`src/rtl/uart_pkg.sv`:
```
// Shared 8N1 UART definitions used by both the receiver and the transmitter.
package uart_pkg;

    localparam int DATA_BITS  = 8;
    localparam int STOP_BITS  = 1;
    localparam int FRAME_BITS = 1 + DATA_BITS + STOP_BITS;

    typedef enum logic [2:0] {
        IDLE         = 3'd0,
        RX_START_BIT = 3'd1,
        RX_DATA_BITS = 3'd2,
        RX_STOP_BIT  = 3'd3,
        CLEANUP      = 3'd4,
        WAIT_HIGH    = 3'd5
    } rx_state_t;

    // Counter value at which the middle of a bit is reached, measured from its edge.
    function automatic int half_bit(input int clks_per_bit);
        return (clks_per_bit - 1) / 2;
    endfunction

endpackage

```
`src/rtl/uart_rx_sync.sv`:
```
// Two-flop synchronizer for the asynchronous serial line; resets to the idle (high) level.
module uart_rx_sync (
    input  logic i_Clock,
    input  logic i_Reset,
    input  logic async_in,
    output logic sync_out
);

    logic meta;

    always_ff @(posedge i_Clock) begin
        if (i_Reset) begin
            meta     <= 1'b1;
            sync_out <= 1'b1;
        end else begin
            meta     <= async_in;
            sync_out <= meta;
        end
    end

endmodule

```
`src/rtl/uart_rx.sv`:
```
// 8N1 UART receiver: centre-samples each bit, reports good bytes and framing errors.
module uart_rx
    import uart_pkg::*;
#(
    parameter int CLKS_PER_BIT = 217
) (
    input  logic       i_Clock,
    input  logic       i_Reset,
    input  logic       i_RX_Serial,
    output logic       o_RX_DV,
    output logic [7:0] o_RX_Byte,
    output logic       o_RX_Frame_Err,
    output logic       o_RX_Active
);

    localparam int CNT_W = $clog2(CLKS_PER_BIT);
    localparam logic [CNT_W-1:0] LAST_CNT = CNT_W'(CLKS_PER_BIT - 1);
    localparam logic [CNT_W-1:0] HALF_CNT = CNT_W'(half_bit(CLKS_PER_BIT));
    localparam logic [2:0]       LAST_BIT = 3'(DATA_BITS - 1);

    logic             rx_s;
    rx_state_t        state;
    rx_state_t        next_state;
    logic [CNT_W-1:0] clk_count;
    logic [2:0]       bit_index;
    logic [7:0]       shift_reg;

    uart_rx_sync u_sync (
        .i_Clock  (i_Clock),
        .i_Reset  (i_Reset),
        .async_in (i_RX_Serial),
        .sync_out (rx_s)
    );

    always_comb begin
        next_state = state;
        case (state)
            IDLE:         if (!rx_s) next_state = RX_START_BIT;
            RX_START_BIT: if (clk_count == HALF_CNT) next_state = rx_s ? IDLE : RX_DATA_BITS;
            RX_DATA_BITS: if (clk_count == LAST_CNT && bit_index == LAST_BIT) next_state = RX_STOP_BIT;
            RX_STOP_BIT:  if (clk_count == LAST_CNT) next_state = rx_s ? CLEANUP : WAIT_HIGH;
            CLEANUP:      next_state = IDLE;
            // A held-low break line must rise before another start bit is looked for.
            WAIT_HIGH:    if (rx_s) next_state = IDLE;
            default:      next_state = IDLE;
        endcase
    end

    always_ff @(posedge i_Clock) begin
        if (i_Reset) begin
            state          <= IDLE;
            clk_count      <= '0;
            bit_index      <= '0;
            shift_reg      <= '0;
            o_RX_Byte      <= '0;
            o_RX_DV        <= 1'b0;
            o_RX_Frame_Err <= 1'b0;
            o_RX_Active    <= 1'b0;
        end else begin
            state          <= next_state;
            o_RX_DV        <= 1'b0;
            o_RX_Frame_Err <= 1'b0;
            case (state)
                RX_START_BIT: begin
                    if (clk_count == HALF_CNT) begin
                        clk_count <= '0;
                        if (!rx_s) o_RX_Active <= 1'b1;
                    end else begin
                        clk_count <= clk_count + 1'b1;
                    end
                end
                RX_DATA_BITS: begin
                    if (clk_count == LAST_CNT) begin
                        clk_count            <= '0;
                        shift_reg[bit_index] <= rx_s;
                        bit_index            <= (bit_index == LAST_BIT) ? 3'd0 : bit_index + 3'd1;
                    end else begin
                        clk_count <= clk_count + 1'b1;
                    end
                end
                RX_STOP_BIT: begin
                    if (clk_count == LAST_CNT) begin
                        clk_count   <= '0;
                        o_RX_Active <= 1'b0;
                        if (rx_s) begin
                            o_RX_Byte <= shift_reg;
                            o_RX_DV   <= 1'b1;
                        end else begin
                            o_RX_Frame_Err <= 1'b1;
                        end
                    end else begin
                        clk_count <= clk_count + 1'b1;
                    end
                end
                default: begin
                    clk_count <= '0;
                    bit_index <= '0;
                end
            endcase
        end
    end

endmodule
```
`config.mk`:
```
export PLATFORM = sky130hd
export DESIGN_NAME = uart_rx
export DESIGN_NICKNAME = d
export VERILOG_FILES = /design/src/rtl/uart_pkg.sv /design/src/rtl/uart_rx_sync.sv /design/src/rtl/uart_rx.sv
export SDC_FILE = /design/constraint.sdc
export NUM_CORES = 1
export LEC_CHECK = 0
export ABC_CLOCK_PERIOD_IN_PS = 2000
export BUFFER_PORTS_ARGS = -buffer_cell sky130_fd_sc_hd__buf_2
export CORE_ASPECT_RATIO = 0.75
export CORE_MARGIN = 1.5
export CORE_UTILIZATION = 45
export CTS_CLUSTER_DIAMETER = 100
export CTS_CLUSTER_SIZE = 12
export DETAILED_ROUTE_END_ITERATION = 8
export PLACE_DENSITY_LB_ADDON = 0.12
export SETUP_SLACK_MARGIN = 0.05
export SYNTH_ARGS = -nofsm -noshare
export SYNTH_HDL_FRONTEND = slang
export SYNTH_SLANG_ARGS = --single-unit
```
`constraint.sdc`:
```
create_clock -name i_Clock -period 2 [get_ports i_Clock]
set_clock_uncertainty 0.1 [all_clocks]
set_input_delay 0 -clock i_Clock [delete_from_list [all_inputs] [get_ports i_Clock]]
set_output_delay 0 -clock i_Clock [all_outputs]
set_load 0.005 [all_outputs]
```
; ---- Yosys cells after proc, flatten, opt, wreduce, memory -nomap -nowiden
; Index checks and enable logic that the tools add are counted.
[word_totals]
register_bits = 35
inputBits = 3
output_inout_bits = 11
wordCells = 66
[classes]
addsub = 2
n_lt_le_gt_ge = 2
n_eq_ne = 14
muxes = 23
bitwise = 3
reduce_logical = 12
[ops]
columns = operator, n
row1 = 2-to-1 mux 3 bit, 7
row2 = 2-to-1 mux 8 bit, 2
row3 = case mux 8 bit (2 select lines), 1
row4 = case mux 3 bit (5 select lines), 1
row5 = != test 2 bit (second input constant), 6
row6 = adder 8 x 1 -> 8 bit (second input constant), 1
row7 = bitwise mux 8 bit, 1
row8 = equality test 8 x 7 -> 1 bit (second input constant), 1
row9 = equality test 8 bit (second input constant), 1
row10 = 2-to-1 mux 1 bit, 7
row11 = equality test 3 x 2 -> 1 bit (second input constant), 2
row12 = equality test 3 bit (second input constant), 2
row13 = case mux 3 bit (2 select lines), 1
row14 = AND reduction 5 bit, 1
row15 = < comparator 3 x 4 -> 1 bit (second input constant), 1
row16 = AND reduction 2 bit, 2
row17 = AND reduction 4 bit, 1
row18 = OR reduction 2 bit, 2
row19 = adder 3 x 1 -> 3 bit (second input constant), 1
row20 = demux 1 bit (select 3 bit), 1
row21 = equality test 3 x 1 -> 1 bit (second input constant), 1
row22 = >= comparator 3 x 1 -> 1 bit (second input constant), 1
row23 = zero test 3 bit, 1
row24 = inverter 1 bit, 3
row25 = 7 further kinds, 8

; ---- Logic depth before layout (Yosys ltp)
[logic_depth]
depth_word = 5
ltp_mapped = 6
mapped_depth_nobuf = 6

; ---- Modules after synthesis
; Synthesis repeated with hierarchy kept, for this count alone.
[unflattened]
hier_cells = 171
hier_area_um2 = 1691.6
[by_module_without_submodules]
columns = module, instances, cells_per_inst, area_per_inst_um2, seq_area_each_um2
row1 = uart_rx, 1, 167, 1639.1, 660.6
row2 = uart_rx_sync, 1, 4, 52.6, 40.0

; ---- Least setup slack after synthesis
; Ideal clock, no wire load.
[synth_timing]
path_type = register to register
from = register clk_count[0]
to = register o_RX_Byte[0]
setup_time_ps = 128
t_arrival_ps = 1435
required_time_ps = 1772
path_slack_ps = 337
stages_incl_launch_ff = 7
path_buffers = 0
synth_period_minus_slack_ps = 1663
path_cell_list = dfxtp_1 > inv_1 > ha_1 > nand3_2 > nor3_4 > mux2i_1 > nor2_1
[synth_via]
elab_chain_cells = 2
[synth_lines]
columns = item, line_no
row1 = "start, declared", uart_rx.sv:24  ; logic [CNT_W-1:0] clk_count;
row2 = "start signal, assigned", uart_rx.sv:69  ; clk_count <= clk_count + 1'b1;
row3 = "start signal, assigned", uart_rx.sv:78  ; clk_count <= clk_count + 1'b1;
row4 = "start signal, assigned", uart_rx.sv:92  ; clk_count <= clk_count + 1'b1;
row5 = equality test 8 bit, uart_rx.sv:82  ; if (clk_count == LAST_CNT) begin
row6 = AND reduction 3 bit (no source line), n/a
row7 = "end signal, assigned", uart_rx.sv:86  ; o_RX_Byte <= shift_reg;
row8 = "end, declared", uart_rx.sv:11  ; output logic [7:0] o_RX_Byte,
; No other way between the ends.
; A chain may end at the register's enable or synchronous reset.

; ---- Worst setup path in the final report
[layout_timing]
from = register bit_index[1]
to = register state[0]
[layout_via]
elab_chain_cells = 4
[layout_lines]
columns = item, line_no
row1 = "start, declared", uart_rx.sv:25  ; logic [2:0] bit_index;
row2 = "start signal, assigned", uart_rx.sv:76  ; bit_index <= (bit_index == LAST_BIT) ? 3'd0 : bit_index + 3'd1;
row3 = equality test 3 bit, uart_rx.sv:40  ; RX_DATA_BITS: if (clk_count == LAST_CNT && bit_index == LAST_BIT) next_state = RX_STOP_BIT;
row4 = logical AND 1 bit, uart_rx.sv:40
row5 = != test 2 bit (no source line), n/a
row6 = AND reduction 5 bit (no source line), n/a
row7 = "end signal, assigned", uart_rx.sv:60  ; state <= next_state;
row8 = "end, declared", uart_rx.sv:22  ; rx_state_t state;
; No other way between the ends.

==> reports/summary.txt <==
OUTCOME
-------------------------------------------------------------------------------------
Run status ............................................................. finished clean

RUN
-------------------------------------------------------------------------------------
Max capacitance violation total ........................................            0

GLOBAL ROUTING
-------------------------------------------------------------------------------------
Initial antenna violation count ........................................            0
Congestion Overflow GR .................................................            0
Largest net degree at the start of global routing ......................           32
Overall global routing resource usage ..................................       18.09%
Vias in the first global route .........................................         1043
First-pass GRT wire length .............................................      5319 um

CLOCK NETWORK
-------------------------------------------------------------------------------------
H-tree depth ...........................................................            2
Number of buffers on the longest clock path ............................            2
Clock Root Buffer ......................................................     clkbuf_8
Clock transition at the registers of the reported paths ................        70 ps
Number of clock sinks seen by CTS ......................................           35
Clock insertion delay at the later pin of the skew report ..............       280 ps
TritonCTS clock tree ...................................................          yes
Total CTS buffers ......................................................            5
Post CTS Setup Buffer Count ............................................            0

CELLS AND AREA
-------------------------------------------------------------------------------------
Post-layout nets .......................................................          193
Fill count .............................................................          313
Ratio of cells with drive above 1 in the final layout ..................       18.18%
Antenna cell count .....................................................            0
Post-synthesis to final-layout area growth .............................       12.88%
Final core utilization .................................................       54.22%

PLACED DESIGN
-------------------------------------------------------------------------------------
Count of input and output buffers ......................................           13
Placer Congestion ......................................................       0.8226
Detailed-placement wirelength estimate .................................      2181 um

SETUP PATH
-------------------------------------------------------------------------------------
Crit path capture type .................................................     register
CP Launch Type .........................................................     register
CP required ............................................................      2070 ps
WS Path Type ........................................................... register to register
Peak fanout along the critical path ....................................            7
Arr. time, crit path ...................................................      1910 ps

ROUTE
-------------------------------------------------------------------------------------
Number of vias per cell after detailed routing .........................        5.361
Final wirelength .......................................................      3108 um
Count of routing violations after the opening detailed-route iteration .           98
Residual antenna-violating net count after detailed routing ............            0
Number of remaining DRC errors .........................................            0
Vias after detailed routing ............................................         1217
Average wire per cell in the routed design .............................     13.69 um
Router iterations before antenna repair ................................            4

YOSYS
-------------------------------------------------------------------------------------
Share of flip-flops with an asynchronous set or reset ..................           0%
Cell types with the highest counts after synthesis ..................... 35 x dfxtp_1, 22 x nor2_1, 16 x mux2i_1, 9 x nand2b_1, 8 x nand2_1
Total standard cell area after synthesis ...............................    1623 um^2
Number of flops mapped to enable cells by yosys ........................            0
Flip-flop and latch count after synthesis ..............................           35
Syn nets ...............................................................          176
Mapped Cells ...........................................................          169
Cell taking the most area after synthesis ..............................      dfxtp_1
Yosys warns ............................................................            0
Most common cell in the synthesized netlist ............................      dfxtp_1
Unique cell type count in the Yosys netlist ............................           46
Top_reg_cell synth .....................................................      dfxtp_1
Area share of the largest cell type after synthesis ....................       43.18%
Top post-synthesis cells by area ....................................... dfxtp_1 43%, mux2i_1 9.9%, nor2_1 5.1%
Synthesized area divided by synthesized cell count .....................   9.602 um^2
Seq/Total Area, Yosys ..................................................       43.18%

DIE
-------------------------------------------------------------------------------------
Floorplan die width ....................................................     72.34 um
Count of standard-cell rows ............................................           18
Initial standard-cell utilization of the core ..........................       48.04%
Die footprint ..........................................................    3979 um^2
Die Y-Extent ...........................................................     55.01 um
Placeable Area .........................................................    3378 um^2
IO Count ...............................................................           14

POWER AND IR DROP
-------------------------------------------------------------------------------------
Lkg Pwr ................................................................ 0.0007448 uW
Total design power .....................................................      1424 uW
Worst supply voltage drop on vdd .......................................    0.4238 mV
Areal power density over the cells ..................................... 777.6 nW/um^2

TIMING
-------------------------------------------------------------------------------------
Worst-Margin Slew ......................................................     493.8 ps
Slew Limit Fails .......................................................            0
Setup Total Neg Slack ..................................................         0 ps
Setup repair after global routing missed its margin ....................           no
Headroom to the max-slew limit .........................................       67.08%
Shortest period the worst path allows ..................................      1840 ps
Post-route clock period utilization ....................................       92.01%
Worst hold slack .......................................................     65.36 ps
Total count of hold-check failures in the final report .................            0
Max Clock Freq .........................................................    543.4 MHz
Count of endpoints failing setup in the final report ...................            0

MIN PATH
-------------------------------------------------------------------------------------
Type of the most critical hold path .................................... input pin to register

## layer usage
| layer | track usage [%] | part of all wire (%) | vias up |
|---|---|---|---|
| met4 | 5.660 | 0.45 | 0 |
| met3 | 5.435 | 6.2 | 2 |
| met2 | 24.23 | 40 | 38 |
| li1 | - | - | 625 |
| met1 | 27.31 | 53 | 552 |
| met5 | 0 | 0 | - |
## stage by stage
stage / worst slack [ps] / cell area [um^2] / std cells
floorplan: 337.5 / 1623 / 169
global route: 68.32 / 1832 / 227
CTS: 173.0 / 1831 / 227
detailed placement: 187.4 / 1720 / 218
global placement: 212.6 / 1720 / 218
finish: 159.9 / 1832 / 227
## critical path, stage by stage, from the launching register on
cell	delay, ps
dfxtp_1	450
ha_1	200
ha_1	160
nand2_1	60
a31oi_1	280
nand3_1	150
o41ai_1	340
## area by class of cell
cell class	count	area [um^2]	share of cell area (%)
clock buffer	8	100.1	5.464
inverter	6	22.52	1.230
multi-input combinational	120	852.1	46.52
sequential	35	701.9	38.32
tap	40	50.05	2.732
timing repair buffer	18	105.1	5.738
## cell usage in the layout, fill, tap and decap left out, types with 5 or more instances in the layout
master    instances
nand2b_1          9
clkbuf_8          7
a21oi_1           5
nor2_1           22
inv_1             6
xor2_1            5
nand4_1           5
nand2_1           8
buf_2            13
dfxtp_1          34
mux2i_1          16
## repair_timing
action                                  in CTS  in global routing
hold buffers                                 1                  0
gates resized for setup                      0                  1
endpoints found under the hold margin        1                  0
endpoints found under the setup margin       0                  1
## worst paths after layout
path | start | end | slack [ps] | depth (start not counted)
setup / recovery | bit_index[1] | state[0] | 160 | 6
hold / removal | i_Reset | o_RX_Byte[2] | 70 | 2
setup reg to reg | bit_index[1] | state[0] | 160 | 6
hold reg to reg | u_sync.meta | u_sync.sync_out | 320 | 1
## power breakdown
part	total [uW]	switching, uW	internal [uW]	leakage [uW]
Combinational	134	85.6	48.1	0.000410
Sequential	738	26.4	712	0.000283
Clock	552	238	314	0.0000515
## cells by family after synthesis
| family | count (synthesis) | share of synthesized area [%] |
|---|---|---|
| simple gates | 74 | 27.68 |
| flops | 35 | 43.18 |
| compound gates | 20 | 8.636 |
| mux | 16 | 9.869 |
| buf+inv | 14 | 4.317 |
| xor+xnor | 6 | 3.238 |
| fa+ha+maj | 4 | 3.084 |
No activity file was read; power rests on OpenSTA's default activity.
